<file path="src/rtl/regfile_pkg.sv">
// regfile_pkg -- shared types and defaults for the 2-read/1-write register file.
//   DATA_W_DEF / ADDR_W_DEF : default data and address widths
//   RD_ADDR_MAX_W           : width of the raddr field in rd_port_t; ADDR_W must not exceed it
//   clr_state_e             : bulk-clear sequencer states
//   rd_port_t               : read-port request (enable + address)
package regfile_pkg;

  localparam int DATA_W_DEF    = 32;
  localparam int ADDR_W_DEF    = 3;
  localparam int RD_ADDR_MAX_W = 8;

  typedef enum logic [1:0] {
    ST_IDLE  = 2'd0,
    ST_CLEAR = 2'd1,
    ST_DONE  = 2'd2
  } clr_state_e;

  // raddr is sized for the largest supported array; narrower addresses are zero-extended.
  typedef struct packed {
    logic                     re;
    logic [RD_ADDR_MAX_W-1:0] raddr;
  } rd_port_t;

endpackage

</file>
<file path="src/rtl/regfile_clr_seq.sv">
// regfile_clr_seq -- bulk-clear sequencer for reg_file_2r1w.
// Ports:
//   clk, rst  : clock, asynchronous active-high reset
//   clr_req   : level-sampled clear request (honoured only in IDLE)
//   clr_busy  : high while entries are being cleared (one entry per cycle)
//   clr_done  : one-cycle pulse after the last entry is cleared
//   clr_stb   : array clear strobe for entry clr_idx this cycle
//   clr_idx   : entry being cleared
//
// state    | meaning
// ST_IDLE  | waiting for clr_req; writes accepted
// ST_CLEAR | clearing entry idx, one per cycle, NUM_REGS cycles total
// ST_DONE  | clr_done pulse for one cycle; writes accepted
module regfile_clr_seq
  import regfile_pkg::*;
#(
  parameter int ADDR_W = ADDR_W_DEF
) (
  input  logic              clk,
  input  logic              rst,
  input  logic              clr_req,
  output logic              clr_busy,
  output logic              clr_done,
  output logic              clr_stb,
  output logic [ADDR_W-1:0] clr_idx
);

  localparam int NUM_REGS = 1 << ADDR_W;
  localparam logic [ADDR_W-1:0] IDX_LAST = ADDR_W'(NUM_REGS - 1);

  clr_state_e        state_q, state_d;
  logic [ADDR_W-1:0] idx_q, idx_d;

  always_ff @(posedge clk or posedge rst) begin
    if (rst) begin
      state_q <= ST_IDLE;
      idx_q   <= '0;
    end else begin
      state_q <= state_d;
      idx_q   <= idx_d;
    end
  end

  always_comb begin
    state_d = state_q;
    idx_d   = idx_q;
    case (state_q)
      ST_IDLE: begin
        if (clr_req) begin
          state_d = ST_CLEAR;
          idx_d   = '0;
        end
      end
      ST_CLEAR: begin
        // Stop on the last entry so idx never wraps within a sequence.
        if (idx_q == IDX_LAST) begin
          state_d = ST_DONE;
        end else begin
          idx_d = idx_q + ADDR_W'(1);
        end
      end
      ST_DONE: begin
        state_d = ST_IDLE;
      end
      default: begin
        state_d = ST_IDLE;
      end
    endcase
  end

  always_comb begin
    clr_busy = 1'b0;
    clr_done = 1'b0;
    clr_stb  = 1'b0;
    clr_idx  = idx_q;
    case (state_q)
      ST_CLEAR: begin
        clr_busy = 1'b1;
        clr_stb  = 1'b1;
      end
      ST_DONE: begin
        clr_done = 1'b1;
      end
      default: begin
      end
    endcase
  end

endmodule

</file>
<file path="src/rtl/reg_file_2r1w.sv">
// reg_file_2r1w -- register file with two registered read ports, one write port
// and a sequenced bulk clear.
// Ports:
//   clk, rst          : clock, asynchronous active-high reset
//   we/waddr/wdata    : write port (writes dropped while clr_busy)
//   re_a/raddr_a      : read port A request; rdata_a valid one cycle later, held when re_a=0
//   re_b/raddr_b      : read port B request; rdata_b valid one cycle later, held when re_b=0
//   clr_req           : start bulk clear of all entries
//   clr_busy/clr_done : clear in progress / one-cycle completion pulse
// Build option:
//   REGFILE_BYPASS_EN : defined -> write-first (an accepted write is forwarded to a
//                       same-address read); undefined -> read-first (old value read).
module reg_file_2r1w
  import regfile_pkg::*;
#(
  parameter int DATA_W = DATA_W_DEF,
  parameter int ADDR_W = ADDR_W_DEF
) (
  input  logic              clk,
  input  logic              rst,
  input  logic              we,
  input  logic [ADDR_W-1:0] waddr,
  input  logic [DATA_W-1:0] wdata,
  input  logic              re_a,
  input  logic [ADDR_W-1:0] raddr_a,
  output logic [DATA_W-1:0] rdata_a,
  input  logic              re_b,
  input  logic [ADDR_W-1:0] raddr_b,
  output logic [DATA_W-1:0] rdata_b,
  input  logic              clr_req,
  output logic              clr_busy,
  output logic              clr_done
);

  localparam int NUM_REGS = 1 << ADDR_W;

  logic [DATA_W-1:0] mem_q [NUM_REGS];
  logic [DATA_W-1:0] rdata_a_q, rdata_a_d;
  logic [DATA_W-1:0] rdata_b_q, rdata_b_d;

  logic              clr_stb;
  logic [ADDR_W-1:0] clr_idx;
  logic              wr_en;
  rd_port_t          rd_a, rd_b;

  regfile_clr_seq #(
    .ADDR_W (ADDR_W)
  ) u_clr_seq (
    .clk      (clk),
    .rst      (rst),
    .clr_req  (clr_req),
    .clr_busy (clr_busy),
    .clr_done (clr_done),
    .clr_stb  (clr_stb),
    .clr_idx  (clr_idx)
  );

  // A write in the IDLE cycle that raises clr_req is still accepted, since busy
  // only goes high on the following edge.
  assign wr_en = we & ~clr_busy;

  always_comb begin
    rd_a.re    = re_a;
    rd_a.raddr = RD_ADDR_MAX_W'(raddr_a);
    rd_b.re    = re_b;
    rd_b.raddr = RD_ADDR_MAX_W'(raddr_b);
  end

  always_ff @(posedge clk or posedge rst) begin
    if (rst) begin
      for (int i = 0; i < NUM_REGS; i++) begin
        mem_q[i] <= '0;
      end
    end else if (clr_stb) begin
      mem_q[clr_idx] <= '0;
    end else if (wr_en) begin
      mem_q[waddr] <= wdata;
    end
  end

  always_comb begin
    rdata_a_d = rdata_a_q;
    if (rd_a.re) begin
      for (int i = 0; i < NUM_REGS; i++) begin
        if (rd_a.raddr == RD_ADDR_MAX_W'(i)) begin
          rdata_a_d = mem_q[i];
        end
      end
`ifdef REGFILE_BYPASS_EN
      if (wr_en && (rd_a.raddr == RD_ADDR_MAX_W'(waddr))) begin
        rdata_a_d = wdata;
      end
`endif
    end
  end

  always_comb begin
    rdata_b_d = rdata_b_q;
    if (rd_b.re) begin
      for (int i = 0; i < NUM_REGS; i++) begin
        if (rd_b.raddr == RD_ADDR_MAX_W'(i)) begin
          rdata_b_d = mem_q[i];
        end
      end
`ifdef REGFILE_BYPASS_EN
      if (wr_en && (rd_b.raddr == RD_ADDR_MAX_W'(waddr))) begin
        rdata_b_d = wdata;
      end
`endif
    end
  end

  always_ff @(posedge clk or posedge rst) begin
    if (rst) begin
      rdata_a_q <= '0;
      rdata_b_q <= '0;
    end else begin
      rdata_a_q <= rdata_a_d;
      rdata_b_q <= rdata_b_d;
    end
  end

  assign rdata_a = rdata_a_q;
  assign rdata_b = rdata_b_q;

endmodule

</file>
<file path="config.mk">
export PLATFORM = sky130hd
export DESIGN_NAME = reg_file_2r1w
export DESIGN_NICKNAME = d
export VERILOG_FILES = /design/src/rtl/regfile_pkg.sv /design/src/rtl/regfile_clr_seq.sv /design/src/rtl/reg_file_2r1w.sv
export SDC_FILE = /design/constraint.sdc
export NUM_CORES = 1
export LEC_CHECK = 0
export CORE_AREA = 2 2 244 246
export CTS_BUF_LIST = sky130_fd_sc_hd__clkbuf_2
export CTS_CLUSTER_DIAMETER = 150
export DETAILED_ROUTE_END_ITERATION = 8
export DIE_AREA = 0 0 246 248
export PLACE_DENSITY = 0.58
export SLEW_MARGIN = 20
export SYNTH_ARGS = -nofsm -noshare
export SYNTH_HDL_FRONTEND = slang
export SYNTH_SLANG_ARGS = --single-unit
</file>
<file path="constraint.sdc">
create_clock -name clk -period 10.4 [get_ports clk]
set_clock_uncertainty 0.1 [all_clocks]
set_input_delay 1.04 -clock clk [delete_from_list [all_inputs] [get_ports clk]]
set_output_delay 1.04 -clock clk [all_outputs]
set_load 0.1 [all_outputs]
</file>
## Word-level counts from Yosys, hierarchy flattened

Cells that the tools add are included.

| word-level totals | value |
|---|---|
| output and inout port bits | 66 |
| register bits | 325 |
| word-level logic and storage cells | 87 |
| bits of input ports | 47 |

| cells by class | value |
|---|---|
| bitwise gates (word level) | 6 |
| reductions and logical operators | 13 |
| equal/unequal tests | 20 |
| add/subtract/negate cells | 1 |
| muxes and demuxes | 31 |
| order comparisons | 4 |

Operator list:

| cell | number |
|---|---|
| 2-to-1 mux 32 bit | 18 |
| 2-to-1 mux 256 bit | 2 |
| bitwise AND 256 bit | 1 |
| bitwise mux 256 bit | 1 |
| inverter 256 bit | 1 |
| demux 32 bit (select 3 bit) | 2 |
| == test 3 bit, second input constant | 9 |
| logical NOT 8 bit | 2 |
| nonzero test 8 bit | 2 |
| == test 3 x 2 -> 1 bit, second input constant | 4 |
| greater-or-equal comparator 4 bit, second input constant | 2 |
| < comparator 4 x 1 -> 1 bit, second input constant | 2 |
| inverter 3 -> 4 bit | 2 |
| == test 3 x 1 -> 1 bit, second input constant | 2 |
| 2-to-1 mux 3 bit | 2 |
| one-hot mux 3 bit (2 select lines) | 1 |
| AND reduction 2 bit | 3 |
| 2-to-1 mux 2 bit | 2 |
| inequality test 2 bit, second input constant | 2 |
| one-hot mux 2 bit (2 select lines) | 1 |
| nonzero test 2 bit | 2 |
| adder 3 x 1 -> 3 bit, second input constant | 1 |
| AND reduction 3 bit | 1 |
| == test 2 x 1 -> 1 bit, second input constant | 1 |
| other kinds (7) | 9 |

## Depth between registers and ports, before layout

Gate-level depths: netlist of the first run.

| logic depth | value |
|---|---|
| depth in word-level cells | 9 |
| mapped depth | 8 |
| depth with buffers taken out | 6 |

## Hierarchy

From an unflattened synthesis of the first run, not the netlist that was laid out.

| second synthesis, totals | value |
|---|---|
| cells, all modules | 2,126 |
| area total of the unflattened synthesis | 18,158.7 um^2 |

Modules (own cells, without submodules):

| module | seq. area each (um^2) | area each (um^2) | instances | cells an instance |
|---|---|---|---|---|
| reg_file_2r1w | 8,007.7 | 17,865.9 | 1 | 2,096 |
| regfile_clr_seq | 125.1 | 292.8 | 1 | 30 |

## Least setup slack after synthesis of the first run

Ideal clock, no wire load.

| timing path | value |
|---|---|
| path kind | register to output |
| start | register u_clr_seq.state_q[0] |
| end | output clr_done |
| slack | 7.487 ns |
| path buffers | 0 |
| stages on the path, launching flop included | 2 |
| data required time | 9.260 ns |
| arrival | 1.773 ns |
| path through | dfrtp_1 > nor2b_1 |

| on the way | value |
|---|---|
| longest elaborated chain between the ends | 2 |

Ends and longest elaborated chain:

| item | line | text |
|---|---|---|
| start, declared | regfile_clr_seq.sv:31 | `clr_state_e state_q, state_d;` |
| start signal, assigned | regfile_clr_seq.sv:39 | `state_q <= state_d;` |
| == test 2 bit | regfile_clr_seq.sv:76 | `case (state_q)` |
| 2-to-1 mux 1 bit | regfile_clr_seq.sv:76 |  |
| end, declared | reg_file_2r1w.sv:32 | `output logic clr_done` |

No other way between the ends.

## Worst setup path after layout of the first run

| timing path | value |
|---|---|
| start | register u_clr_seq.state_q[1] |
| end | output clr_busy |

| on the way | value |
|---|---|
| longest elaborated chain between the ends | 2 |

Ends and longest elaborated chain:

| item | line | text |
|---|---|---|
| == test 2 x 1 -> 1 bit | regfile_clr_seq.sv:76 |  |
| 2-to-1 mux 1 bit | regfile_clr_seq.sv:76 |  |
| end, declared | reg_file_2r1w.sv:31 | `output logic clr_busy,` |

No other way between the ends.

==> summary.md, run 1 <==
| Metric | Value |
|---|---|
| DIE HEIGHT | ~250 microns |
| Unrepaired setup endpoints after global routing | no |
| Worst Setup SP | u_clr_seq.state_q[1] |
| Die X | 246 microns |
| Total grt overflow | 0 |
| H-tree depth | 3 |
| Top-level port count | 113 |
| Synth-to-layout area growth | 12.69% |
| TritonCTS Buffers | 90 |
| Maximum clock insertion buffer count | 3 |
| Period utilization | approximately two fifths |
| Leading cell type in the layout, fill and taps excluded | dfrtp_1 |
| Syn_area_per_cell | between 9 and 10 sq um |
| Initial antenna violation count | 1 |
| Number of synthesized flops with an enable pin | 0 |
| Largest net degree at the start of global routing | 123 |
| WL met3 | slightly above 7000 microns |
| Most frequent cells in the layout | dfrtp_1, nand3_1, o21ai_0 |
| Post-synthesis compound-gate area fraction | around a quarter |
| Rows | 89 |
| Final count of pins violating max slew | 0 |
| Synth top area share | a little under half |
| Met2 wire length | approximately 32000 microns |
| Routed vias/inst | between 6 and 7 |
| Final Util | between 30% and 40% |
| Worst hold slack | 0.3180 ns |
| Crit-path max FO | 8 |
| Critical path data arrival time | between 3 and 4 ns |
| Fin area | ~20000 sq um |
| Post-layout total power | between 0.004 and 0.005 W |
| Vias in the first global route | 16230 |
| Share of cells above drive strength 1 | 13.61% |
| Top post-synthesis cells by area | dfrtp_1, nand3_1, o21ai_0 |
| Antenna Nets Post-Route | 0 |
| WL final | between 70000 and 80000 microns |
| Reg2Reg Launch Point | u_clr_seq.state_q[1] |
| Critical Path End | clr_busy |
| Crit path launch type | flip-flop |
| CTS Root Cell | clkbuf_2 |
| WP data required | 9.26 ns |
| Reg2reg end | mem_q[1] |
| # port buffers | roughly 110 |
| Worst Hold Class | primary input to flip-flop |
| Mapped cell area | roughly 17000 sq um |
| Placed Area | roughly 19000 sq um |
| Highest clock rate | roughly 240 MHz |
| Power Density | around 250 nW/um^2 |
| Most used flip-flop cell after synthesis | dfrtp_1 |
| Synth Area in Simple Gates | roughly 15% |
| Sequential fraction of the synthesis area | between 40% and 50% |
| Met1 WL | approximately 29000 microns |
| Worst rel slew slack | 15.31% |
| Std-Cell Core Area | ~58000 sq um |
| Number of max-cap violations | 0 |
| Die area | slightly above 60000 sq um |
| R2R depth | 6 |
| # setup viols final | 0 |
| # DRC | 0 |
| Drt pass-1 iters | 7 |
| Minimum clock period | roughly 4.2 ns |
| Netlist cell types | 69 |
| Worst Setup End Kind | primary output |
| Lkg Pwr | approximately 8.3 nW |
| Synthesized Nets | ~1900 |
| Cts-stage hold buffer count | 0 |
| Fin nets | slightly below 2000 |
| Worst vdd ir | about 0.00015 V |
| Drt wl/cell | approximately 26 microns |
| Setup TNS | 0 ns |
| Routability Congestion | roughly 0.85 |
| Yosys warning count | 0 |
| Largest family of logic cells by synthesized area | compound AO/OA/AOI/OAI gates |
| Reg clk slew, reported paths | approximately 0.090 ns |
| Post-DP HPWL | roughly 40000 microns |
| Cts repair resizes | 0 |
| Postcts setup bufs | 0 |
| Gr usage total | a little under a quarter |
| Starting density of the core | between 20 and 30% |
| Worst-margin pin slew | around 1.3 ns |
| Via count | 16680 |
| CTS tree | yes |
| Cell count after synthesis | 1858 |
| XOR/XNOR Fraction of Synth Area | 0% |
| Clock sinks | 325 |
| Synth Area in Adders | less than 1% |
| Status | complete, no violations |
| Synthesized flop and latch total | 325 |
| FFs w/ async S/R, synth | 100.0% |
| Skew-Pair Late Insertion Delay | between 0.9 and 1 ns |
| Critical path type | flip-flop to primary output |
| Mux contribution to synthesized area | 5.487% |
| Register-to-Register Setup Slack | roughly 8 ns |
| Cell taking the most area after synthesis | dfrtp_1 |
| Final hold violations | 0 |
| DR iter-0 viols | 1675 |
| First-pass GRT wire length | between 100000 and 150000 microns |
| Uppermost layer routed | met4 |
worst min path at each step:
stage                            from     endpoint  slack, ns  cells after the start
final                            re_b  rdata_b[10]       0.32                      2
after global routing             re_b  rdata_b[10]       0.33                      2
after CTS                        re_b  rdata_b[10]       0.26                      2
after detailed placement  rdata_b[10]  rdata_b[10]       0.39                      1
after global placement    rdata_b[10]  rdata_b[10]       0.39                      1
after floorplan             mem_q[86]    mem_q[86]       0.38                      2
cells by family after synthesis:
kind of cell,count (synthesis)
simple gates,511
flops,325
mux,90
compound gates,694
fa+ha+maj,2
buf+inv,236
power breakdown:
part	leakage [nW]	switching [W]	internal [W]
Combinational	3.33	0.00121	0.000571
Clock	0.633	0.000568	0.000394
Sequential	4.37	0.000425	0.00168
Yosys cell counts (24+ instances only):
master and instances:
nand2_1 65, a211oi_1 24, mux2_2 40, a22o_1 26, nand3_1 266, clkbuf_1 89
dfrtp_1 325, mux2i_1 50, o22ai_1 36, buf_2 61, a21oi_1 54, o21ai_1 95
nor3_1 24, inv_1 48, nor2_1 58, nand2b_1 26, o21ai_0 236
stage by stage:
step,std cells,setup WS (ns)
2_1_floorplan,1858,0.2620
3_3_place_gp,2595,6.162
3_5_place_dp,2595,6.075
4_1_cts,2750,6.102
5_1_grt,2751,6.087
6_report,2751,6.194
flip-flops by register name, indices dropped and copies added, names as in the netlist:
name,cells
rdata_b,32
rdata_a,32
mem_q,256
u_clr_seq.clr_idx,3
u_clr_seq.state_q,2
critical path, stage by stage (launching register included):
cell	delay, ns
dfrtp_1	0.42
nand2b_1	0.34
inv_4	0.17
clkdlybuf4s50_1	1.16
layer usage:
metal / global-route usage (%) / up-vias
met5: 0 / -
li1: - / 7110
met2: 36.12 / 1097
met1: 29.76 / 8228
met3: 5.363 / 240
met4: 10.55 / 0
area by class of cell:
| cell class | instances | area [sq um] |
|---|---|---|
| diodes | 1 | 2.502 |
| inverters | 52 | 205.2 |
| fillers | 6018 | 38930 |
| clock buffers | 137 | 685.7 |
| well taps | 773 | 967.2 |
| repair buffers | 148 | 1361 |
| clock inverters | 18 | 120.1 |
| flip-flops and latches | 325 | 8133 |
| multi-input cells | 1297 | 8055 |
Power figures use the tool's default switching activity.
==> inputs of run 2 (changes only) <==
- clock period: 10.4 -> 3.7 ns (I/O delays scaled with it)
==> run 2 against run 1 <==
  * Global-route usage grew 0.21 points
  * Flip-flop and latch count unchanged
  * Die area unchanged
  * Sequential share of layout area decreased by 1.5 points
  * Cell count grew 2.7%
  * Largest power group unchanged
==> summary.md, run 2 (synthesis gave the netlist of run 1 again) <==
| Metric | Value |
|---|---|
| Status | complete, no violations (unchanged) |
| Std-Cell Core Area | 58460 sq um (unchanged) |
| Reg with most FFs | mem_q (unchanged) |
| Worst vdd ir | 0.0004443 V (was 0.0001474 V) |
| Routability Congestion | 0.8826 (was 0.8481) |
| Leading cell type in the layout, fill and taps excluded | dfrtp_1 (unchanged) |
| Die area | 61010 sq um (unchanged) |
| Psw | 0.006212 W (was 0.002207 W) |
| Via count | 16790 (was 16680) |
| # setup viols final | 0 (unchanged) |
| Vias in the first global route | 16330 (was 16230) |
| Crit path launch type | flip-flop (unchanged) |
| Largest net degree at the start of global routing | 78 (was 123) |
| CTS Root Cell | clkbuf_2 (unchanged) |
| Critical path data arrival time | 2.79 ns (was 3.07 ns) |
| Worst rel slew slack | 30.96% (was 15.31%) |
| Number of max-cap violations | 0 (unchanged) |
| Initial antenna violation count | 1 (unchanged) |
| Critical path type | flip-flop to primary output (unchanged) |
| Share of cells above drive strength 1 | 14.87% (was 13.61%) |
| Slowest cell on crit path | clkdlybuf4s50_1 (unchanged) |
| Postcts setup bufs | 0 (unchanged) |
| First-pass GRT wire length | 106200 microns (was 104900 microns) |
| Die X | 246 microns (unchanged) |
| WP data required | 3.23 ns (was 9.26 ns) |
| Synth-to-layout area growth | 16.77% (was 12.69%) |
| CP Buf/Inv Count | 1 (was 2) |
| Routed vias/inst | 5.939 (was 6.061) |
| # DRC | 0 (unchanged) |
| Placed Area | 19110 sq um (was 18720 sq um) |
| DIE HEIGHT | 248 microns (unchanged) |
| Drt wl/cell | 25.25 microns (was 25.95 microns) |
| Max reg flops | 256 (unchanged) |
| Setup ws final | 0.4446 ns (was 6.194 ns) |
| Switching share of total power | 45.58% (was 45.49%) |
| Internal | 0.007417 W (was 0.002644 W) |
| Fin nets | 2039 (was 1963) |
| Final Util | 34.62% (was 33.41%) |
| Final count of pins violating max slew | 0 (unchanged) |
| Gr usage total | 23.12% (was 22.91%) |
| Period utilization | between 80% and 90% |
| Setup TNS | 0 ns (unchanged) |
| Drt pass-1 iters | 9 (was 7) |
| Crit-path leading delay family | buffers and inverters (unchanged) |
| Total grt overflow | 0 (unchanged) |
| DR iter-0 viols | 1836 (was 1675) |
| TritonCTS Buffers | 88 (was 90) |
| Reg clk slew, reported paths | 0.10 ns (was 0.09 ns) |
| Highest clock rate | 307.2 MHz |
| Most frequent cells in the layout | dfrtp_1, nand3_1, o21ai_0 (unchanged) |
| Unrepaired setup endpoints after global routing | no (unchanged) |
| Top-level port count | 113 (unchanged) |
| Final hold violations | 0 (unchanged) |
| # port buffers | 112 (unchanged) |
| Clock sinks | 325 (unchanged) |
| Antenna Nets Post-Route | 0 (unchanged) |
| Worst hold slack | 0.03677 ns (was 0.3180 ns) |
| Starting density of the core | 29.64% (unchanged) |
| Worst Setup End Kind | primary output (unchanged) |
| WL final | 71360 microns (was 71380 microns) |
| Dpl ws | 1.116 ns (was 6.075 ns) |
| CTS tree | yes (unchanged) |
| H-tree depth | 3 (unchanged) |
| Critical Path, Cell by Cell | nor2b_1 -> clkdlybuf4s50_1 (was nand2b_1 -> inv_4 -> clkdlybuf4s50_1) |
| Cts repair resizes | 0 (unchanged) |
| Skew-Pair Late Insertion Delay | 1.05 ns (was 0.98 ns) |
| Fin area | 20240 sq um (was 19530 sq um) |
| Maximum clock insertion buffer count | 3 (unchanged) |
| Crit-path max FO | 7 (was 8) |
| Flop pwr share | 43.5% (was 43.4%) |
| Clk pwr share | 19.1% (was 19.8%) |
| Worst path max stage delay | 1.16 ns (about the same) |
| Worst-margin pin slew | 1.032 ns (was 1.268 ns) |
| Minimum clock period | ~3.3 ns |
| Lkg Pwr | 8.671 nW (was 8.325 nW) |
| Worst Hold Class | primary input to flip-flop (unchanged) |
| Rows | 89 (unchanged) |
| Combinational power share | 37.4% (was 36.8%) |
| Power Density | 673.4 nW/um^2 (was 248.4 nW/um^2) |
| Post-DP HPWL | 43480 microns (was 40300 microns) |
[run 2: changes by cell type in the layout (fill, tap and decap cells not counted), moves of 3 or more]
cell           delta
buf_4            +36
buf_12            +7
dlygate4sd3_1    +36
inv_2             -3
[run 2: path summary, 6_finish.rpt]
kind | startpoint | end | slack [ns] | depth (start not counted)
hold reg to reg | rdata_b[8] | rdata_b[8] | 0.41 | 1
hold / removal | wdata[9] | mem_q[73] | 0.04 | 3
setup reg to reg | u_clr_seq.state_q[0] | mem_q[78] | 1.33 | 6
setup / recovery | u_clr_seq.state_q[0] | clr_done | 0.44 | 2
max in group asynchronous | rst | mem_q[62] | 2.24 | 4
min in group asynchronous | rst | mem_q[11] | 0.31 | 3
[run 2: worst register-to-register path, delay by kind of cell, from the launching register on]
kind	cells	cell delay (ns)
DFF	1	0.46
buffers and inverters	2	0.48
and+or+nand+nor	3	1.12
AOI/OAI and AO/OA	1	0.09
[run 2: power by group through the flow]
stage | combinational, W | clock [W] | sequential (W)
2_1_floorplan | 0.00255 | 0 | 0.00665
3_3_place_gp | 0.00492 | 0 | 0.00592
3_5_place_dp | 0.00502 | 0 | 0.00596
4_1_cts | 0.00506 | 0.00266 | 0.00589
5_1_grt | 0.00549 | 0.00285 | 0.00606
6_report | 0.00510 | 0.00261 | 0.00592
[run 2: layer usage]
| layer | share of wire, % | global-route usage [%] | up-vias |
|---|---|---|---|
| li1 | - | - | 7274 |
| met1 | 41 | 30.04 | 8255 |
| met2 | 45 | 35.92 | 1034 |
| met3 | 10 | 5.677 | 222 |
| met4 | 4.6 | 11.35 | 0 |
| met5 | 0 | 0 | - |
[run 2: final cells by class]
cell class | count | area [sq um]
sequential | 325 | 8133
antenna | 2 | 5.005
inverter | 52 | 201.4
clock buffer | 136 | 680.7
clock inverter | 15 | 82.58
multi-input combinational | 1297 | 8045
timing repair buffer | 226 | 2122
tap | 773 | 967.2
fill | 6077 | 38230
[run 2: what timing repair did]
| item | in CTS | in global routing |
|---|---|---|
| endpoints found under the hold margin | 209 | 0 |
| hold buffers | 36 | 0 |
| setup endpoints to repair | 0 | 0 |
[run 2: metrics by stage]
stage,power (W),instances
2_1_floorplan,0.009202,1858
3_3_place_gp,0.01084,2637
3_5_place_dp,0.01098,2637
4_1_cts,0.01361,2824
5_1_grt,0.01439,2825
6_report,0.01363,2826
